`src/rtl/ntsc_pkg.sv`:
```
// Constants and types shared by the NTSC DAC output stage and the composite
// sample generator upstream of it.
package ntsc_pkg;

  localparam int IN_W    = 12;
  localparam int OUT_W   = 8;
  localparam int GAIN_FB = 7;
  localparam int GAIN_W  = 9;
  localparam int OFFS_W  = 10;
  localparam int FW      = IN_W - OUT_W;

  typedef enum logic [1:0] {
    MODE_TRUNC = 2'd0,
    MODE_ROUND = 2'd1,
    MODE_EF1   = 2'd2,
    MODE_EF2   = 2'd3
  } mode_e;

  localparam logic [IN_W-1:0] SYNC  = 12'h000;
  localparam logic [IN_W-1:0] BLACK = 12'h4CD;
  localparam logic [IN_W-1:0] WHITE = 12'hFFF;

  function automatic logic is_ef(input mode_e m);
    return (m == MODE_EF1) || (m == MODE_EF2);
  endfunction

endpackage

```
`src/rtl/ntsc_dac_shaper_if.sv`:
```
// Sample stream, trim configuration and DAC output bundle between the
// generator side (master) and the DAC shaper (slave).
interface ntsc_dac_shaper_if;
  import ntsc_pkg::*;

  logic [IN_W-1:0]          sample_i;
  logic                     sample_valid_i;
  logic                     cfg_invert_i;
  logic [GAIN_W-1:0]        cfg_gain_i;
  logic signed [OFFS_W-1:0] cfg_offset_i;
  logic [1:0]               cfg_mode_i;
  logic                     clip_clear_i;
  logic [OUT_W-1:0]         dac_o;
  logic                     dac_valid_o;
  logic                     clip_o;

  modport master (
    output sample_i, sample_valid_i, cfg_invert_i, cfg_gain_i,
           cfg_offset_i, cfg_mode_i, clip_clear_i,
    input  dac_o, dac_valid_o, clip_o
  );

  modport slave (
    input  sample_i, sample_valid_i, cfg_invert_i, cfg_gain_i,
           cfg_offset_i, cfg_mode_i, clip_clear_i,
    output dac_o, dac_valid_o, clip_o
  );

endinterface

```
`src/rtl/ntsc_noise_shaper.sv`:
```
// Final requantization stage: truncate, round, or 1st/2nd-order error-feedback
// shaping down to the DAC pin width, with the feedback state cleared on mode change.
module ntsc_noise_shaper
  import ntsc_pkg::*;
(
  input  logic             clk_i,
  input  logic             rst_override_n,
  input  logic [IN_W-1:0]  y,
  input  logic             vld,
  input  mode_e            mode,
  output logic [OUT_W-1:0] dac,
  output logic             dac_valid
);

  localparam int V_W = IN_W + 3;
  localparam logic signed [V_W-1:0] V_MAX = V_W'((1 << IN_W) - 1);
  localparam logic [IN_W:0] HALF = (IN_W+1)'(1) << (FW - 1);

  function automatic logic [IN_W-1:0] clamp_v(input logic signed [V_W-1:0] v);
    if (v < 0)          return '0;
    else if (v > V_MAX) return '1;
    else                return v[IN_W-1:0];
  endfunction

  function automatic logic [OUT_W-1:0] round_sat(input logic [IN_W-1:0] s);
    logic [IN_W:0] r;
    r = {1'b0, s} + HALF;
    return r[IN_W] ? '1 : r[IN_W-1:FW];
  endfunction

  mode_e            mode_q;
  logic [FW-1:0]    e1, e2;
  logic             mode_chg;
  logic [FW-1:0]    e1_use, e2_use;
  logic signed [V_W-1:0] v;
  logic [IN_W-1:0]  vc;
  logic [FW-1:0]    e_new;
  logic [OUT_W-1:0] q;

  // A newly seen mode must not inherit feedback built up under the old one.
  assign mode_chg = (mode != mode_q);
  assign e1_use   = mode_chg ? '0 : e1;
  assign e2_use   = mode_chg ? '0 : e2;

  always_comb begin
    v = $signed({3'b000, y}) + $signed({{(V_W-FW){1'b0}}, e1_use});
    if (mode == MODE_EF2)
      v = $signed({3'b000, y}) + $signed({{(V_W-FW-1){1'b0}}, e1_use, 1'b0})
          - $signed({{(V_W-FW){1'b0}}, e2_use});
    vc    = clamp_v(v);
    e_new = vc[FW-1:0];
    case (mode)
      MODE_TRUNC: q = y[IN_W-1:FW];
      MODE_ROUND: q = round_sat(y);
      default:    q = vc[IN_W-1:FW];
    endcase
  end

  // ---- S3 register: DAC code and error-feedback state ----
  always_ff @(posedge clk_i or negedge rst_override_n) begin
    if (!rst_override_n) begin
      mode_q    <= MODE_TRUNC;
      dac       <= '0;
      dac_valid <= 1'b0;
      e1        <= '0;
      e2        <= '0;
    end else begin
      mode_q    <= mode;
      dac_valid <= vld;
      if (vld) dac <= q;
      if (!is_ef(mode)) begin
        e1 <= '0;
        e2 <= '0;
      end else if (vld) begin
        e2 <= e1_use;
        e1 <= e_new;
      end else if (mode_chg) begin
        e1 <= '0;
        e2 <= '0;
      end
    end
  end

endmodule

```
`src/rtl/ntsc_dac_shaper.sv`:
```
// NTSC composite output stage: invert, gain/offset trim with saturation and a
// sticky clip flag, then requantization to the R-2R DAC pins.
module ntsc_dac_shaper
  import ntsc_pkg::*;
(
  input  logic         clk_i,
  input  logic         rst_override_n,
  ntsc_dac_shaper_if.slave bus
);

  localparam int PROD_W = IN_W + GAIN_W;
  // Two bits above the scaled product so gain 511 plus a full positive
  // offset cannot wrap into a negative trimmed value.
  localparam int Y_W = PROD_W - GAIN_FB + 2;
  localparam logic signed [Y_W-1:0] Y_MAX = Y_W'((1 << IN_W) - 1);

  function automatic logic [IN_W-1:0] clamp_y(input logic signed [Y_W-1:0] v);
    if (v < 0)          return '0;
    else if (v > Y_MAX) return '1;
    else                return v[IN_W-1:0];
  endfunction

  logic [IN_W-1:0]        x_p0;
  logic                   vld_p0;
  logic [PROD_W-1:0]      prod;
  logic signed [Y_W-1:0]  y_raw;
  logic                   clamp_hit;
  logic [IN_W-1:0]        y_p1;
  logic                   vld_p1;
  logic                   clip_q;
  logic [OUT_W-1:0]       dac;
  logic                   dac_valid;

  // ---- S1 register: input capture with optional inversion ----
  always_ff @(posedge clk_i or negedge rst_override_n) begin
    if (!rst_override_n) begin
      x_p0   <= '0;
      vld_p0 <= 1'b0;
    end else begin
      x_p0   <= bus.cfg_invert_i ? ~bus.sample_i : bus.sample_i;
      vld_p0 <= bus.sample_valid_i;
    end
  end

  assign prod      = PROD_W'(x_p0) * PROD_W'(bus.cfg_gain_i);
  assign y_raw     = $signed({2'b00, prod[PROD_W-1:GAIN_FB]}) + Y_W'(bus.cfg_offset_i);
  assign clamp_hit = vld_p0 && ((y_raw < 0) || (y_raw > Y_MAX));

  // ---- S2 register: trimmed, saturated sample and clip flag ----
  always_ff @(posedge clk_i or negedge rst_override_n) begin
    if (!rst_override_n) begin
      y_p1   <= '0;
      vld_p1 <= 1'b0;
      clip_q <= 1'b0;
    end else begin
      y_p1   <= clamp_y(y_raw);
      vld_p1 <= vld_p0;
      if (clamp_hit)             clip_q <= 1'b1;
      else if (bus.clip_clear_i) clip_q <= 1'b0;
    end
  end

  ntsc_noise_shaper u_shaper (
    .clk_i          (clk_i),
    .rst_override_n (rst_override_n),
    .y              (y_p1),
    .vld            (vld_p1),
    .mode           (mode_e'(bus.cfg_mode_i)),
    .dac            (dac),
    .dac_valid      (dac_valid)
  );

  assign bus.dac_o       = dac;
  assign bus.dac_valid_o = dac_valid;
  assign bus.clip_o      = clip_q;

endmodule

```
`src/flat_wrapper.sv`:
```
// flat-port wrapper written by rule: the top's interface ports become plain ports
module ntsc_dac_shaper_flat import ntsc_pkg::*;
  (clk_i, rst_override_n, bus_sample_i, bus_sample_valid_i, bus_cfg_invert_i, bus_cfg_gain_i, bus_cfg_offset_i, bus_cfg_mode_i, bus_clip_clear_i, bus_dac_o, bus_dac_valid_o, bus_clip_o);
  ntsc_dac_shaper_if bus_i ();
  input  logic clk_i;
  input  logic rst_override_n;
  input wire logic [$bits(bus_i.sample_i)-1:0] bus_sample_i;
  input wire logic [$bits(bus_i.sample_valid_i)-1:0] bus_sample_valid_i;
  input wire logic [$bits(bus_i.cfg_invert_i)-1:0] bus_cfg_invert_i;
  input wire logic [$bits(bus_i.cfg_gain_i)-1:0] bus_cfg_gain_i;
  input wire logic [$bits(bus_i.cfg_offset_i)-1:0] bus_cfg_offset_i;
  input wire logic [$bits(bus_i.cfg_mode_i)-1:0] bus_cfg_mode_i;
  input wire logic [$bits(bus_i.clip_clear_i)-1:0] bus_clip_clear_i;
  output wire logic [$bits(bus_i.dac_o)-1:0] bus_dac_o;
  output wire logic [$bits(bus_i.dac_valid_o)-1:0] bus_dac_valid_o;
  output wire logic [$bits(bus_i.clip_o)-1:0] bus_clip_o;
  assign bus_i.sample_i = bus_sample_i;
  assign bus_i.sample_valid_i = bus_sample_valid_i;
  assign bus_i.cfg_invert_i = bus_cfg_invert_i;
  assign bus_i.cfg_gain_i = bus_cfg_gain_i;
  assign bus_i.cfg_offset_i = bus_cfg_offset_i;
  assign bus_i.cfg_mode_i = bus_cfg_mode_i;
  assign bus_i.clip_clear_i = bus_clip_clear_i;
  assign bus_dac_o = bus_i.dac_o;
  assign bus_dac_valid_o = bus_i.dac_valid_o;
  assign bus_clip_o = bus_i.clip_o;
  ntsc_dac_shaper u_core (.clk_i(clk_i), .rst_override_n(rst_override_n), .bus(bus_i));
endmodule
```
`config.mk`:
```
export PLATFORM = sky130hd
export DESIGN_NAME = ntsc_dac_shaper_flat
export DESIGN_NICKNAME = d
export VERILOG_FILES = /design/src/rtl/ntsc_pkg.sv /design/src/rtl/ntsc_dac_shaper_if.sv /design/src/rtl/ntsc_noise_shaper.sv /design/src/rtl/ntsc_dac_shaper.sv /design/src/flat_wrapper.sv
export SDC_FILE = /design/constraint.sdc
export NUM_CORES = 1
export LEC_CHECK = 0
export ABC_AREA = 1
export BUFFER_PORTS_ARGS = -buffer_cell sky130_fd_sc_hd__buf_2
export CORE_MARGIN = 4
export CORE_UTILIZATION = 35
export CTS_BUF_LIST = sky130_fd_sc_hd__clkbuf_8
export CTS_CLUSTER_SIZE = 12
export DETAILED_ROUTE_END_ITERATION = 10
export GPL_TIMING_DRIVEN = 0
export HOLD_SLACK_MARGIN = 0.02
export SYNTH_ARGS = -nofsm -noshare
export SYNTH_HDL_FRONTEND = slang
export SYNTH_HIERARCHICAL = 1
export SYNTH_SLANG_ARGS = --single-unit
```
`constraint.sdc`:
```
create_clock -name clk_i -period 6.55 [get_ports clk_i]
set_input_delay 0.655 -clock clk_i [delete_from_list [all_inputs] [get_ports clk_i]]
set_output_delay 0.655 -clock clk_i [all_outputs]
set_load 0.05 [all_outputs]
```
==> impl_metrics.tcl, run 1 <==
set metrics [dict create \
    die_w_um 157 \
    fin_nets 1377 \
    met1_usage_pct 22.1 \
    rsz0062_at_grt "false" \
    fin_cells 1465 \
    diodes 0 \
    cp_max_fo 10 \
    gp_congestion 0.913 \
    setup.worst_path.start "bus_cfg_gain_i[4]" \
    io_pins 48 \
    crit_type "input pin to register" \
    worst-slew-pin-transition_ps 1040 \
    dieArea_mm2 0.0248 \
    root_buffer "clkbuf_8" \
    routed-via-count 6932 \
    clock_latency_ps 310 \
    grt_pass1_wl_um 32200 \
    synthAdderAreaFrac_pct 32.2 \
    drive_gt1_share_pct 9.54 \
    fin_crit_sh_pct 91.9 \
    busiest_layer "met2" \
    antenna_left 0 \
    core.rowCount 54 \
    synth-compound-area-share_pct 8.43 \
    synth.distinct_cells 41 \
    slowest_delay_ps 530 \
    synthMuxAreaShare_pct 0.128 \
    htreeDepth 2 \
    die_h_um 157 \
    max_freq_mhz 166 \
    grt_pass1_vias 6726 \
    drt_iter0_drc 397 \
    start_util_pct 35.7 \
    synthSimpleGateAreaFrac_pct 26.1 \
    drc 0 \
    hold_viol_final 0 \
    crit_slowest_cell "fa_1" \
    fin_tns_setup_ps 0 \
    clock_skew_ps 7.84 \
    drv_cap 0 \
    syn-cell-area_mm2 0.00781 \
    setup_viol 0 \
    ctsResizeCount 0 \
    cts_inserted_buffers 5 \
    core_mm2 0.0219 \
    synth_top_family_by_area "adder cells" \
    path_clk_slew_ps 90 \
    cp_common_cell "nand2_1" \
    numPlacedInstances 1457 \
    antenna_found_initial 0 \
    firstDrtPassIters 5 \
    cts_tree "built" \
    outcome "finished clean" \
    grt.total_usage_pct 15.8 \
    synth_nets 1323 \
    postCtsHoldBufs 0 \
    ys_seq_area_share_pct 14.7 \
    vias_per_cell 4.73 \
    hold_start "u_core/vld_p0$_DFF_PN0_" \
    avgSynthCellArea_um2 6.91 \
    area_growth_pct 8.75 \
    slew_violations 0 \
    io_buffers 47 \
    hpwl_um 15900 \
    reg2reg_from "u_core/x_p0[6]$_DFF_PN0_" \
    crit_required_ps 6740 \
    wl_per_cell_um 12.7 \
    clock-sinks 46 \
    synth_seq_cells 46 \
    grt_util_met2_pct 26.3 \
    grt_overflow_total 0 \
    totalWireLength_um 18600 \
    cts_max_path_buffers 2 \
    hold_path.class "register to register" \
    postCtsSetupBuffers 0 \
    ys_warn_count 6 \
    fin_crit_ps 6020 \
    worstSetupStartpointType "input pin" \
    grt_use_met3_pct 0.990 \
    cp.arrival_ps 6220 \
    crit_path_end_kind "register" \
    yosys.area_share.xor_xnor_pct 3.93 \
    grt_max_degree 47 \
    syn_inst 1130 \
    maxSlewHeadroom_pct 30.4 \
]
final cells by class:
class,instances,area [um^2]
inverter,263,987
tap,280,350
multi-input combinational,791,5520
clock inverter,3,28.8
fill,2419,13400
clock buffer,5,68.8
buffer,30,146
sequential,46,1150
timing repair buffer,47,235
final timing paths:
path | to | slack, ps | cells past startpoint
min in group asynchronous | u_core/bus.clip_o$_DFFE_PN0P_ | 520 | 1
max in group asynchronous | u_core/x_p0[1]$_DFF_PN0_ | 5390 | 1
max | u_core/y_p1[9]$_DFF_PN0_ | 530 | 31
min reg2reg | u_core/vld_p1$_DFF_PN0_ | 390 | 0
max reg2reg | u_core/y_p1[9]$_DFF_PN0_ | 630 | 31
min | u_core/vld_p1$_DFF_PN0_ | 390 | 0
cells in the mapped netlist, drive strengths merged:
cell type | instances | area share [%]
dfrtp | 46 | 15
and2 | 1 | 0.096
buf | 13 | 1.1
inv | 262 | 13
o21bai | 4 | 0.38
xnor2 | 10 | 1.1
nand2 | 355 | 18
a21boi | 1 | 0.096
nor2 | 54 | 2.9
nor4 | 3 | 0.24
o22ai | 1 | 0.080
clkbuf | 17 | 0.82
a211oi | 5 | 0.48
or2 | 2 | 0.16
a31oi | 5 | 0.40
o211ai | 3 | 0.29
a21oi | 64 | 4.6
nand3b | 1 | 0.096
clkinv | 1 | 0.048
fa | 76 | 19
o21ai | 30 | 1.9
mux2i | 1 | 0.13
nand4 | 8 | 0.64
nor3 | 7 | 0.71
ha | 79 | 13
nand3 | 54 | 3.7
o21a | 2 | 0.19
xor2 | 25 | 2.8
state kept, by name, indices dropped and copies added (netlist names), 2 cells and up:
register / count
u_core/x_p0: 12
u_core/u_shaper/dac: 8
u_core/y_p1: 12
u_core/u_shaper/e2: 4
u_core/u_shaper/e1: 4
u_core/u_shaper/mode_q: 2
stage by stage:
stage | worst slack, ps | hold WS [ps] | instance area [um^2] | util [%]
after floorplan | 863 | 348 | 7810 | -
after global placement | 210 | 375 | 8390 | 38.3
after detailed placement | 169 | 376 | 8390 | 38.3
after CTS | 506 | 399 | 8490 | 38.8
after global routing | 77.1 | 413 | 8490 | 38.8
final | 528 | 387 | 8490 | 38.8
layout by cell type, fill, tap and decap left out, types with 2 or more instances in the layout:
cell,synthesis,routed
a211oi_1,5,5
a21oi_1,54,54
a21oi_2,10,10
a31oi_1,5,5
buf_1,5,5
buf_2,5,52
clkbuf_1,17,17
clkbuf_8,0,5
dfrtp_1,46,46
fa_1,76,76
ha_1,79,79
inv_1,253,253
inv_2,9,9
nand2_1,339,339
nand2_2,16,16
nand3_1,51,51
nand3_2,3,3
nand4_1,8,8
nor2_1,48,48
nor2_2,4,4
nor2_4,2,2
nor3_1,3,3
nor3_2,4,4
nor4_1,3,3
o211ai_1,3,3
o21a_1,2,2
o21ai_0,29,29
o21bai_1,4,4
xnor2_1,10,10
xor2_1,25,25
worst max-delay path: cells and delay by family:
family / cells / cell delay [ps]
and+or+nand+nor: 15 / 1660
buffers and inverters: 8 / 970
AOI/OAI and AO/OA: 2 / 180
adders and majority gates: 6 / 2740
per-layer routing:
metal / part of all wire [%] / wire length [um]
met4: 2.3 / 435
met3: 3.6 / 669
met1: 46 / 8640
met2: 48 / 8860
met5: 0 / 0
logic make-up (layout without fill, tap and decap cells):
family | Yosys count | in the layout
and+or+nand+nor | 485 | 485
buffers and inverters | 293 | 348
adders and majority gates | 155 | 155
AOI/OAI and AO/OA | 115 | 115
DFF | 46 | 46
xor gates and xnor gates | 35 | 35
muxes | 1 | 1
Power of run 1 is left out: the tool's default activity adds up to more than one toggle a clock period on the data nets, which glitch-free logic cannot reach.
==> run 2, diff against run 1 <==
CAP_MARGIN = 10   (was default)
CORE_MARGIN = default   (was 4)
REMOVE_ABC_BUFFERS = 1   (was default)
==> impl_metrics.tcl, run 2 (same netlist as run 1, synthesis figures left out) <==
set metrics [dict create \
    path_clk_slew_ps 100 \
    crit_type "register to register" \
    grt_max_degree 47 \
    slew_violations 0 \
    worst-slew-pin-transition_ps 1090 \
    reg_top3 "u_core/x_p0 (12), u_core/y_p1 (12), u_core/u_shaper/dac (8)" \
    diodes 0 \
    totalWireLength_um 18100 \
    worstSetupStartpointType "register" \
    max_freq_mhz 165 \
    firstDrtPassIters 4 \
    mostFrequentLayoutCell "nand2_1" \
    postCtsHoldBufs 0 \
    grt.total_usage_pct 17.3 \
    hpwl_um 15000 \
    fin_nets 1347 \
    dp_worst_setup_slack_ps 208 \
    outcome "finished clean" \
    core_mm2 0.0218 \
    vias_per_cell 4.72 \
    fin_hold_ws_ps 402 \
    dieArea_mm2 0.0229 \
    drive_gt1_share_pct 9.09 \
    drc 0 \
    core.rowCount 54 \
    antenna_left 0 \
    fin_crit_ps 6050 \
    routed-via-count 6771 \
    clock-sinks 46 \
    maxSlewHeadroom_pct 27.1 \
    antenna_found_initial 0 \
    area_growth_pct 6.86 \
    nFillCells 2344 \
    start_util_pct 35.8 \
    die_h_um 151 \
    io_pins 48 \
    setup_viol 0 \
    clock_latency_ps 330 \
    io_buffers 47 \
    gp_congestion 0.874 \
    drv_cap 0 \
    crit_slowest_cell "dfrtp_1" \
    root_buffer "clkbuf_8" \
    regArea_mm2 0.00115 \
    critical_path.top_delay_family "adder cells" \
    cts_inserted_buffers 5 \
    cts_max_path_buffers 2 \
    slowest_delay_ps 540 \
    rsz0062_at_grt "false" \
    drt_iter0_drc 317 \
    postCtsSetupBuffers 0 \
    fin_tns_setup_ps 0 \
    cp.arrival_ps 6230 \
    clock_skew_ps 22.7 \
    crit_path_end_kind "register" \
    hold_viol_final 0 \
    layout_common_cells "nand2_1, inv_1, ha_1" \
    die_w_um 151 \
    htreeDepth 2 \
    grt_overflow_total 0 \
    crit_required_ps 6720 \
    grt_pass1_vias 6694 \
    hold_path.class "register to register" \
    fin_crit_sh_pct 92.4 \
    setup_ws_ps 496 \
    cts_tree "built" \
    cp_num_buf_inv 6 \
    wl_per_cell_um 12.6 \
    multiInputGateArea_mm2 0.00552 \
    grt_pass1_wl_um 31400 \
    cp_max_fo 12 \
    ctsResizeCount 0 \
]
==> run 2: changes by cell type in the layout (fill, tap and decap cells not counted), sizes merged <==
cell	delta
clkbuf	-17
buf	-13
clkinv	-1
clkinvlp	+1
==> run 2: final cells by class <==
type                       instances  area share (%)
sequential                        46            13.8
tap                              280            4.20
clock inverter                     3           0.330
clock buffer                       5           0.825
multi-input combinational        791            66.2
inverter                         263            11.8
timing repair buffer              47            2.82
==> run 2: routing by layer <==
metal  up-vias  share of wire, %  global-route usage [%]
met4         0               1.8                    4.70
met3        16               3.0                    1.20
li1       3455                 -                       -
met2       115                48                    30.0
met1      3185                47                    23.1
met5         -                 0                       0
==> run 2: final timing paths <==
check                                    startpoint                                  to  slack (ps)  cells past startpoint
setup reg to reg           u_core/x_p0[6]$_DFF_PN0_           u_core/y_p1[11]$_DFF_PN0_         500                     28
hold / removal              u_core/vld_p0$_DFF_PN0_             u_core/vld_p1$_DFF_PN0_         400                      0
hold reg to reg             u_core/vld_p0$_DFF_PN0_             u_core/vld_p1$_DFF_PN0_         400                      0
min in group asynchronous            rst_override_n       u_core/bus.clip_o$_DFFE_PN0P_         510                      1
max in group asynchronous            rst_override_n  u_core/u_shaper/dac[4]$_DFFE_PN0P_        5340                      1
setup / recovery           u_core/x_p0[6]$_DFF_PN0_           u_core/y_p1[11]$_DFF_PN0_         500                     28
==> run 2: worst reg2reg max path, delay by kind of cell (launching register included) <==
kind                     cells  cell delay [ps]
adder cells (fa/ha/maj)      6             2840
buffers and inverters        6              340
AO/OA/AOI/OAI                5              880
flip-flops                   1              540
AND/OR/NAND/NOR             11             1300
==> run 2: stage by stage <==
step	util [%]	std cells	area, um^2
2_1_floorplan	-	1100	7660
3_3_place_gp	37.8	1427	8250
3_5_place_dp	37.8	1427	8250
4_1_cts	38.2	1435	8340
5_1_grt	38.2	1435	8340
6_report	38.2	1435	8340
Power of run 2 is left out for the same reason.
